### config.mk
export PLATFORM = sky130hd
export DESIGN_NAME = pgm_ddram_arb
export DESIGN_NICKNAME = d
export VERILOG_FILES = /design/src/rtl/pgm_ddram_arb.sv
export SDC_FILE = /design/constraint.sdc
export NUM_CORES = 1
export LEC_CHECK = 0
export BUFFER_PORTS_ARGS = -buffer_cell sky130_fd_sc_hd__buf_2
export CAP_MARGIN = 20
export CORE_MARGIN = 2
export CORE_UTILIZATION = 45
export DETAILED_ROUTE_END_ITERATION = 12
export PLACE_DENSITY_LB_ADDON = 0.3
export SLEW_MARGIN = 20
export SYNTH_ARGS = -nofsm -noshare
export SYNTH_HDL_FRONTEND = slang
export SYNTH_SLANG_ARGS = --single-unit
### constraint.sdc
create_clock -name clk -period 4.6 [get_ports clk]
set_clock_uncertainty 0.1 [all_clocks]
set_input_delay 0.46 -clock clk [delete_from_list [all_inputs] [get_ports clk]]
set_output_delay 0.46 -clock clk [all_outputs]
set_load 0.02 [all_outputs]
### src/rtl/pgm_ddram_arb.sv
// pgm_ddram_arb: round-robin arbiter sharing one DDRAM read port among three read clients.
// Optional WAIT timeout is built only when PGM_DDRAM_ARB_TIMEOUT_EN is defined.
module pgm_ddram_arb #(
  parameter int ADDR_W  = 29,
  parameter int DATA_W  = 64,
  parameter int TIMEOUT = 1023
) (
  input  logic              clk,
  input  logic              reset,
  input  logic              c0_rd,
  input  logic [ADDR_W-1:0] c0_addr,
  output logic              c0_ready,
  input  logic              c1_rd,
  input  logic [ADDR_W-1:0] c1_addr,
  output logic              c1_ready,
  input  logic              c2_rd,
  input  logic [ADDR_W-1:0] c2_addr,
  output logic              c2_ready,
  output logic [DATA_W-1:0] cli_dout,
  output logic              ddram_rd,
  output logic [ADDR_W-1:0] ddram_addr,
  input  logic [DATA_W-1:0] ddram_dout,
  input  logic              ddram_busy,
  input  logic              ddram_dout_ready,
  output logic [1:0]        grant,
  output logic              timeout_err
);

  typedef enum logic [1:0] {IDLE = 2'd0, ISSUE = 2'd1, WAIT = 2'd2} state_t;
  localparam logic [1:0] NONE = 2'd3;

  state_t     state, state_nxt;
  logic [1:0] rr_ptr, mask, pick, slot;
  logic       pick_valid, done, tmo_hit;
  logic [2:0] req, ready;

  assign req = {c2_rd, c1_rd, c0_rd};
  assign {c2_ready, c1_ready, c0_ready} = ready;

  function automatic logic [1:0] rr_slot(input logic [1:0] base, input logic [1:0] ofs);
    logic [2:0] sum;
    sum = {1'b0, base} + {1'b0, ofs};
    if (sum >= 3'd3) sum = sum - 3'd3;
    return sum[1:0];
  endfunction

  function automatic logic [2:0] onehot(input logic [1:0] idx);
    case (idx)
      2'd0:    return 3'b001;
      2'd1:    return 3'b010;
      2'd2:    return 3'b100;
      default: return 3'b000;
    endcase
  endfunction

  // Search rr_ptr, rr_ptr+1, rr_ptr+2; iterating backwards lets the nearest slot win.
  always_comb begin
    pick_valid = 1'b0;
    pick       = NONE;
    slot       = 2'd0;
    for (int i = 2; i >= 0; i--) begin
      slot = rr_slot(rr_ptr, 2'(i));
      if (req[slot] && (slot != mask)) begin
        pick_valid = 1'b1;
        pick       = slot;
      end
    end
  end

`ifdef PGM_DDRAM_ARB_TIMEOUT_EN
  localparam logic [9:0] TMO_LIMIT = 10'(TIMEOUT);
  logic [9:0] wait_cnt;

  // Cycles spent in WAIT; held at zero while the command is being issued.
  always_ff @(posedge clk or posedge reset) begin
    if (reset)               wait_cnt <= 10'd0;
    else if (state == ISSUE) wait_cnt <= 10'd0;
    else if (state == WAIT)  wait_cnt <= wait_cnt + 10'd1;
    else                     wait_cnt <= wait_cnt;
  end

  assign tmo_hit = (state == WAIT) && (wait_cnt == TMO_LIMIT);
`else
  assign tmo_hit = 1'b0;
`endif

  assign done = (state == WAIT) && (ddram_dout_ready || tmo_hit);

  // State register.
  always_ff @(posedge clk or posedge reset) begin
    if (reset) state <= IDLE;
    else       state <= state_nxt;
  end

  // Next-state logic.
  always_comb begin
    state_nxt = state;
    case (state)
      IDLE:    if (pick_valid) state_nxt = ISSUE; else state_nxt = IDLE;
      ISSUE:   if (!ddram_busy) state_nxt = WAIT; else state_nxt = ISSUE;
      WAIT:    if (done) state_nxt = IDLE; else state_nxt = WAIT;
      default: state_nxt = IDLE;
    endcase
  end

  // Registered outputs plus round-robin pointer and re-grant mask.
  always_ff @(posedge clk or posedge reset) begin
    if (reset) begin
      grant       <= NONE;
      ddram_rd    <= 1'b0;
      ddram_addr  <= '0;
      cli_dout    <= '0;
      ready       <= 3'b000;
      timeout_err <= 1'b0;
      rr_ptr      <= 2'd0;
      mask        <= NONE;
    end else begin
      ready       <= 3'b000;
      timeout_err <= 1'b0;
      case (state)
        IDLE: begin
          mask <= NONE;
          if (pick_valid) begin
            grant    <= pick;
            ddram_rd <= 1'b1;
            case (pick)
              2'd0:    ddram_addr <= c0_addr;
              2'd1:    ddram_addr <= c1_addr;
              default: ddram_addr <= c2_addr;
            endcase
          end
        end
        ISSUE: begin
          if (!ddram_busy) ddram_rd <= 1'b0;
        end
        WAIT: begin
          // A timed-out transaction still completes, with zero data and an error pulse.
          if (done) begin
            cli_dout    <= ddram_dout_ready ? ddram_dout : '0;
            timeout_err <= ~ddram_dout_ready;
            ready       <= onehot(grant);
            grant       <= NONE;
            rr_ptr      <= rr_slot(grant, 2'd1);
            mask        <= grant;
          end
        end
        default: ;
      endcase
    end
  end

endmodule
==> results of run 1 <==
==> state kept, by name (all words and copies together), names as in the netlist <==
name / count
grant: 2
rr_ptr: 2
ready: 3
ddram_rd: 1
state: 2
ddram_addr: 29
cli_dout: 64
mask: 2
timeout_err: 1
==> power groups by stage <==
stage | Combinational [mW] | Sequential (mW) | Clock [mW]
after detailed placement | 2.89 | 1.64 | 0
after global routing | 3.16 | 1.68 | 0.603
after global placement | 2.78 | 1.63 | 0
final | 2.86 | 1.63 | 0.548
after CTS | 2.89 | 1.63 | 0.570
after floorplan | 1.61 | 2.11 | 0
==> how the worst min path moves through the flow <==
stage,start,to,slack (ns),depth (start not counted)
final,reset,cli_dout[22],0.16,2
after global routing,ddram_dout[20],cli_dout[20],0.15,3
after CTS,ddram_dout[20],cli_dout[20],0.15,3
after global placement,cli_dout[62],cli_dout[62],0.35,2
after floorplan,rr_ptr[0],rr_ptr[0],0.38,2
after detailed placement,cli_dout[19],cli_dout[19],0.36,2
==> cell type report <==
class                      count  share of cell area
sequential                   106               0.415
inverter                      11             0.00684
clock inverter                 7             0.00958
timing repair buffer         263               0.210
tap                          136              0.0266
multi-input combinational    382               0.312
clock buffer                   9              0.0194
==> placed cells by master, fill, tap and decap left out, drive strengths merged, types with 2 or more instances in the layout <==
master / netlist / layout
and2: 3 / 3
dfrtp: 102 / 102
nand2: 198 / 198
dfstp: 4 / 4
clkbuf: 18 / 9
ha: 7 / 7
buf: 19 / 263
nand2b: 3 / 3
clkinv: 0 / 2
a22oi: 29 / 29
nor2: 36 / 36
a21oi: 10 / 10
a211oi: 3 / 3
nand3: 30 / 30
o22ai: 2 / 2
a31oi: 32 / 32
nor2b: 5 / 5
o21ai: 8 / 8
inv: 11 / 15
xnor2: 4 / 4
==> metal layers <==
layer / part of all wire / vias to the layer above / wire [um] / GRT usage
li1: - / 2241 / - / -
met1: 0.41 / 2106 / 5190 / 0.263
met2: 0.51 / 160 / 6510 / 0.381
met3: 0.059 / 24 / 761 / 0.0515
met4: 0.026 / 0 / 331 / 0.0806
met5: 0 / - / 0 / 0
==> worst max-delay path, stage by stage, from the launching register on <==
cell and delay, ns:
dfrtp_1 0.41, inv_1 0.09, ha_1 0.33, inv_1 0.13, nor4b_2 0.69, a221oi_2 0.18, a211oi_4 0.82, buf_12 0.28
nor2_1 0.06, a31oi_1 0.15
==> stage by stage <==
stage / hold WS, ns / utilization / area, sq um / setup WS, ns
floorplan: 0.378 / - / 4850 / 1.26
global placement: 0.351 / 0.595 / 6200 / 1.47
finish: 0.163 / 0.614 / 6400 / 1.28
CTS: 0.151 / 0.614 / 6400 / 1.28
global route: 0.149 / 0.614 / 6400 / 1.02
detailed placement: 0.357 / 0.597 / 6210 / 1.28
==> cell families (layout without fill, tap and decap cells) <==
family / Yosys count / in the layout / share of synthesized area
xor gates and xnor gates: 4 / 4 / 0.00722
other: 1 / 1 / 0.000773
and+or+nand+nor: 279 / 279 / 0.233
AOI/OAI and AO/OA: 90 / 90 / 0.143
DFF: 106 / 106 / 0.548
muxes: 1 / 1 / 0.00206
adders and majority gates: 7 / 7 / 0.0181
buffers and inverters: 48 / 290 / 0.0477
==> impl_metrics.json, run 1 <==
{
  "p_seq_frac": 0.324,
  "synth-seq-cells": 106,
  "leakage_nw": 3.45,
  "drt_iter0_markers": 305,
  "worstPathMaxFanout": 40,
  "maxSlewViolCount": 0,
  "fin_cells": 914,
  "setup_tns_ns": 0,
  "cp-start-kind": "register",
  "netlist_area_sq_mm": 0.00485,
  "clock_latency_ns": 0.36,
  "final_hold_viol_count": 0,
  "comb_power_share": 0.568,
  "seqCellArea_sq_mm": 0.00266,
  "yosysWarnings": 0,
  "core-area_sq_mm": 0.0104,
  "arrival_ns": 3.51,
  "p_sw_frac": 0.485,
  "ios": 258,
  "ys_async_sr_fraction": 1.00,
  "regToRegEndpoint": "ddram_addr[28]",
  "antenna_found_initial": 0,
  "dp_cells": 898,
  "fillerInstances": 957,
  "status": "finished, final reports clean",
  "num-nets-final": 938,
  "reg2reg_slack_ns": 1.28,
  "critPathKind": "reg -> reg",
  "max_slew.worst_pin.slew_ns": 0.898,
  "peakVddDrop_v": 0.000468,
  "synth_most_common_cell": "nand2_1",
  "yosys-top-cells-area": "dfrtp_1, nand2_1, a31oi_1",
  "initial_core_util": 0.466,
  "wl_per_cell_um": 14.0,
  "crit_path_end_kind": "register",
  "p_per_area_mw_per_mm2": 787,
  "grt_max_degree": 71,
  "dp_hpwl_mm": 9.47,
  "crit_required_ns": 4.79,
  "die_w_um": 108,
  "cp-startpoint": "rr_ptr[0]",
  "synth_cell_type_count": 38,
  "finalCritPeriodShare": 0.721,
  "numCtsBuffers": 9,
  "clock_path_buffers": 2,
  "die_area_sq_mm": 0.0116,
  "fmax_mhz": 302,
  "drtAntennaViolNets": 0,
  "ys.flop_type": "dfrtp_1",
  "grt_pass1_wl_mm": 20.3,
  "worst-r2r-cell-count": 9,
  "synth_common_cells": "nand2_1, dfrtp_1, nor2_1",
  "setup-violations-final": 0,
  "cts_setup_buffers": 0,
  "htree_levels": 3,
  "std_cell_rows": 37,
  "synth_edf_count": 0,
  "avgSynthCellArea_sq_um": 9.05,
  "port-buffer-count": 257,
  "pwr-share-clk": 0.109,
  "vias": 4531,
  "grt_overflow": 0,
  "p_sw_mw": 2.44,
  "cts_tree": "yes",
  "drv_cap": 0,
  "grt.total_usage": 0.219,
  "critPathCapture": "ddram_addr[28]",
  "viasPerCell": 4.96,
  "drc": 0,
  "ys_seq_area_frac": 0.548,
  "rsz0062_at_grt": "false",
  "drive_gt1_frac": 0.392,
  "post_cts_resized": 0,
  "reg2reg_from": "rr_ptr[0]",
  "die_h_um": 108,
  "multiInputGateArea_sq_mm": 0.00200,
  "postRouteWirelength_mm": 12.8,
  "holdCritPathClass": "in -> async",
  "synth_cells": 536,
  "area_growth_pct": 32.0,
  "synth_top_area_share": 0.526,
  "grt_pass1_vias": 4371,
  "syn_nets": 701,
  "yosys.area.top_type": "dfrtp_1",
  "cts_sinks": 106,
  "gp_congestion": 0.888,
  "clock-root-buffer": "clkbuf_8",
  "internal_power_mw": 2.59,
  "power_mw": 5.04,
  "holdBufCountCts": 0,
  "drtPass1Iterations": 5,
  "clkTransAtPathRegs_ns": 0.11,
  "max_slew_margin": 0.399,
  "n_antenna_cell": 0,
  "fin_crit_ns": 3.32
}
No activity file was read; power rests on OpenSTA's default activity.
==> run 2: changes to the inputs <==
Clock period 4.6 ns to 3.5 ns, I/O delays scaled along.
==> run 2 against run 1 <==
Net effect:
- total power rose by 31%
- worst setup slack got worse by 0.85 ns
- final area barely moved
- via count rose by 2.0%
- critical path depth did not move
- largest power group unchanged
==> impl_metrics.json, run 2 (same netlist as run 1, synthesis figures left out) <==
{
  "finalCritPeriodShare": 0.875,
  "post_cts_resized": 0,
  "utilization": 0.615,
  "drv_cap": 0,
  "layout_commonest_cell": "buf_2",
  "clkTransAtPathRegs_ns": 0.10,
  "cts_sinks": 106,
  "grt_pass1_vias": 4352,
  "worstPathMaxFanout": 20,
  "numCtsBuffers": 9,
  "drtAntennaViolNets": 0,
  "die_w_um": 108,
  "cts_setup_buffers": 0,
  "ios": 258,
  "top_regs": "cli_dout (64), ddram_addr (29), ready (3)",
  "final_cell_mix": "buf_2, nand2_1, dfrtp_1, nor2_1, a31oi_1",
  "fmax_mhz": 327,
  "rsz0062_at_grt": "false",
  "clock_path_buffers": 2,
  "setup_tns_ns": 0,
  "holdBufCountCts": 0,
  "grt_overflow": 0,
  "drtPass1Iterations": 6,
  "drive_gt1_frac": 0.392,
  "num-nets-final": 940,
  "clock_latency_ns": 0.36,
  "critPathKind": "reg -> reg",
  "grt.total_usage": 0.214,
  "viasPerCell": 5.05,
  "drc": 0,
  "fin_crit_ns": 3.06,
  "crit_chain": "inv_1, ha_1, mux2i_1, a211oi_2, a311oi_1, o21bai_2, buf_4, nand3_1, a31oi_1",
  "top_register": "cli_dout",
  "holdCritPathClass": "in -> async",
  "largest_reg_flops": 64,
  "maxSlewViolCount": 0,
  "final_hold_viol_count": 0,
  "initial_core_util": 0.466,
  "max_slew_margin": 0.486,
  "setup-violations-final": 0,
  "core-area_sq_mm": 0.0104,
  "max_stage_delay_ns": 0.54,
  "p_per_area_mw_per_mm2": 1030,
  "gp_congestion": 0.895,
  "regToRegEndpoint": "ddram_addr[12]",
  "cts_tree": "yes",
  "dp_hpwl_mm": 9.35,
  "die_h_um": 108,
  "std_cell_rows": 37,
  "wl_per_cell_um": 14.1,
  "reg2reg_from": "rr_ptr[1]",
  "n_antenna_cell": 0,
  "layout_setup_ws_ns": 0.437,
  "crit_path_end_kind": "register",
  "grt_max_degree": 89,
  "crit_required_ns": 3.68,
  "cp-start-kind": "register",
  "vias": 4623,
  "max_slew.worst_pin.slew_ns": 0.771,
  "dp_worst_setup_slack_ns": 0.461,
  "status": "finished, final reports clean",
  "port-buffer-count": 257,
  "area_growth_pct": 32.0,
  "clock-root-buffer": "clkbuf_8",
  "reg2reg_slack_ns": 0.44,
  "crit_slowest_cell": "a311oi_1",
  "htree_levels": 3,
  "postRouteWirelength_mm": 12.9,
  "antenna_found_initial": 0,
  "peakVddDrop_v": 0.000547,
  "leakage_nw": 3.45,
  "arrival_ns": 3.24,
  "worst-r2r-cell-count": 9,
  "grt_pass1_wl_mm": 19.9,
  "drt_iter0_markers": 354,
  "fillerInstances": 901,
  "die_area_sq_mm": 0.0116
}
-- run 2: worst max-delay path, delay by kind of cell (launching register included) --
kind	cells	cell delay, ns
AND/OR/NAND/NOR	1	0.12
buffers and inverters	2	0.42
multiplexers	1	0.30
flip-flops	1	0.42
AO/OA/AOI/OAI	4	1.17
adder cells (fa/ha/maj)	1	0.47
-- run 2: final cells by class --
type	count	area [sq um]	area share
flip-flops and latches	106	2660	0.415
clock inverters	5	63.8	0.00997
well taps	136	170	0.0266
multi-input cells	382	1990	0.310
inverters	11	46.3	0.00723
repair buffers	265	1350	0.210
clock buffers	11	131	0.0205
-- run 2: metrics by stage --
step | power [mW] | cell area, sq um | std cells | hold WS (ns)
floorplan | 4.88 | 4850 | 536 | 0.355
global placement | 5.77 | 6200 | 900 | 0.352
detailed placement | 5.91 | 6200 | 900 | 0.356
CTS | 6.67 | 6400 | 916 | 0.0428
global route | 7.14 | 6400 | 916 | 0.0492
finish | 6.61 | 6400 | 916 | 0.0384
-- run 2: power by group --
| part | total (mW) | switching, mW | internal (mW) |
|---|---|---|---|
| registers | 2.13 | 0.316 | 1.81 |
| logic | 3.73 | 2.43 | 1.30 |
| clock network | 0.751 | 0.414 | 0.337 |
-- run 2: layer usage --
| metal | vias to the layer above | part of all wire | GRT usage |
|---|---|---|---|
| met2 | 174 | 0.52 | 0.382 |
| met5 | - | 0 | 0 |
| met1 | 2171 | 0.40 | 0.251 |
| met3 | 24 | 0.053 | 0.0351 |
| li1 | 2254 | - | - |
| met4 | 0 | 0.020 | 0.0980 |
-- run 2: worst max-delay path by stage --
stage	startpoint	end	slack [ns]
CTS	rr_ptr[1]	ddram_addr[19]	0.42
global route	rr_ptr[1]	ddram_addr[22]	0.21
detailed placement	rr_ptr[1]	ddram_addr[19]	0.46
finish	rr_ptr[1]	ddram_addr[12]	0.44
floorplan	reset	cli_dout[0]	0.27
global placement	rr_ptr[1]	ddram_addr[10]	0.62
==> run 3: changes to the inputs <==
Settings changed: PLACE_DENSITY_LB_ADDON 0.3 to 0.05.
==> run 3 against run 2 <==
Net effect:
- sequential power barely moved
- utilization rose by 0.64 points
- clock power rose by 15%
- final area rose by 1.0%
- maximum frequency rose by 4.6%
- via count fell by 1.8%
- count of clock-buffer cells in the layout fell by 1
- total power rose by 2.3%
- combinational power rose by 1%
- register-to-register slack improved by 0.14 ns
- critical endpoint is now ddram_addr[26]
==> impl_metrics.json, run 3 (same netlist as run 1, synthesis figures left out) <==
{
  "vias": 4540,
  "top_regs": "cli_dout (64), ddram_addr (29), ready (3)",
  "grt_max_degree": 107,
  "num-nets-final": 941,
  "maxSlewViolCount": 0,
  "dp_cells": 901,
  "clkTransAtPathRegs_ns": 0.11,
  "post_cts_resized": 0,
  "drive_gt1_frac": 0.394,
  "critPathKind": "reg -> reg",
  "peakVddDrop_v": 0.000685,
  "drtPass1Iterations": 4,
  "max_slew_margin": 0.412,
  "initial_core_util": 0.466,
  "std_cell_rows": 37,
  "clock-root-buffer": "clkbuf_8",
  "reg2reg_from": "rr_ptr[0]",
  "seqCellArea_sq_mm": 0.00266,
  "numCtsBuffers": 9,
  "die_area_sq_mm": 0.0116,
  "grt_overflow": 0,
  "regToRegEndpoint": "ddram_addr[26]",
  "final_cell_mix": "buf_2, nand2_1, dfrtp_1, nor2_1, a31oi_1",
  "crit_slowest_cell": "nor4b_2",
  "utilization": 0.621,
  "drt_iter0_markers": 276,
  "p_per_area_mw_per_mm2": 1050,
  "ios": 258,
  "max_stage_delay_ns": 0.64,
  "worst-r2r-cell-count": 9,
  "die_w_um": 108,
  "cts_setup_buffers": 0,
  "leakage_nw": 3.49,
  "htree_levels": 3,
  "multiInputGateArea_sq_mm": 0.00199,
  "cts_sinks": 106,
  "crit_path_end_kind": "register",
  "arrival_ns": 3.11,
  "reg2reg_slack_ns": 0.57,
  "fin_cells": 917,
  "n_antenna_cell": 0,
  "grt.total_usage": 0.216,
  "path_delay_family": "simple AND/OR/NAND/NOR gates",
  "crit_path_frequent_cell": "inv_1",
  "drv_cap": 0,
  "largest_reg_flops": 64,
  "dp_hpwl_mm": 9.14,
  "crit_chain": "inv_1, ha_1, inv_1, nor4b_2, a221oi_2, a211oi_4, buf_4, nor2_1, a31oi_1",
  "worstPathMaxFanout": 62,
  "cp-start-kind": "register",
  "gp_congestion": 0.791,
  "postRouteWirelength_mm": 12.6,
  "grt_pass1_vias": 4477,
  "area_growth_pct": 33.4,
  "rsz0062_at_grt": "false",
  "crit_required_ns": 3.69,
  "fin_crit_ns": 2.93,
  "viasPerCell": 4.95,
  "clock_path_buffers": 2,
  "die_h_um": 108,
  "drtAntennaViolNets": 0,
  "top_register": "cli_dout",
  "cts_tree": "yes",
  "clock_latency_ns": 0.35,
  "cp_num_buf_inv": 3,
  "port-buffer-count": 257,
  "drc": 0,
  "fmax_mhz": 342,
  "core-area_sq_mm": 0.0104,
  "fillerInstances": 940,
  "holdCritPathClass": "in -> async",
  "antenna_found_initial": 0,
  "max_slew.worst_pin.slew_ns": 0.880,
  "finalCritPeriodShare": 0.836,
  "layout_commonest_cell": "buf_2",
  "final_hold_viol_count": 0,
  "grt_pass1_wl_mm": 20.3,
  "wl_per_cell_um": 13.8,
  "status": "finished, final reports clean",
  "holdBufCountCts": 0,
  "setup_tns_ns": 0,
  "setup-violations-final": 0
}
run 3: cell types whose count changed in the layout (fill, tap and decap cells not counted), sizes merged:
cell    before  now
bufinv       1    2
inv         12   14
clkinv       2    0
buf        265  266
clkbuf      11   10
run 3: how the worst max path moves through the flow:
| stage | from | to | slack (ns) | depth (start not counted) |
|---|---|---|---|---|
| 2_1_floorplan | reset | cli_dout[0] | 0.27 | 1 |
| 3_3_place_gp | rr_ptr[1] | ddram_addr[9] | 0.77 | 9 |
| 3_5_place_dp | rr_ptr[0] | ddram_addr[26] | 0.56 | 9 |
| 4_1_cts | rr_ptr[0] | ddram_addr[26] | 0.55 | 9 |
| 5_1_grt | rr_ptr[0] | ddram_addr[25] | 0.33 | 9 |
| 6_report | rr_ptr[0] | ddram_addr[26] | 0.57 | 9 |
run 3: per-layer routing:
metal / routed length, um / up-vias / GRT usage
li1: - / 2247 / -
met1: 5280 / 2117 / 0.261
met2: 6340 / 160 / 0.389
met3: 819 / 16 / 0.0412
met4: 193 / 0 / 0.0650
met5: 0 / - / 0
run 3: metrics by stage:
stage / worst slack, ns / hold WS (ns) / power, mW / area, sq um
6_report: 0.573 / 0.0178 / 6.76 / 6470
5_1_grt: 0.331 / 0.0545 / 7.30 / 6470
4_1_cts: 0.555 / 0.0367 / 6.82 / 6470
3_5_place_dp: 0.561 / 0.356 / 5.96 / 6240
3_3_place_gp: 0.774 / 0.352 / 5.85 / 6240
2_1_floorplan: 0.268 / 0.355 / 4.88 / 4850
run 3: worst reg2reg max path: stages (launching register included):
cell	delay, ns
dfrtp_1	0.40
inv_1	0.08
ha_1	0.33
inv_1	0.13
nor4b_2	0.64
a221oi_2	0.16
a211oi_4	0.23
buf_4	0.50
nor2_1	0.11
a31oi_1	0.17
run 3: final cells by class:
type	instances	share of cell area
well taps	136	0.0263
inverters	11	0.00677
flip-flops and latches	106	0.411
clock inverters	6	0.0145
repair buffers	266	0.213
clock buffers	10	0.0213
multi-input cells	382	0.307
run 3: power by group:
group	total, mW	switching, mW	internal (mW)
combinational	3.77	2.43	1.34
sequential	2.13	0.318	1.81
clock	0.863	0.432	0.431
total	6.76	3.18	3.58
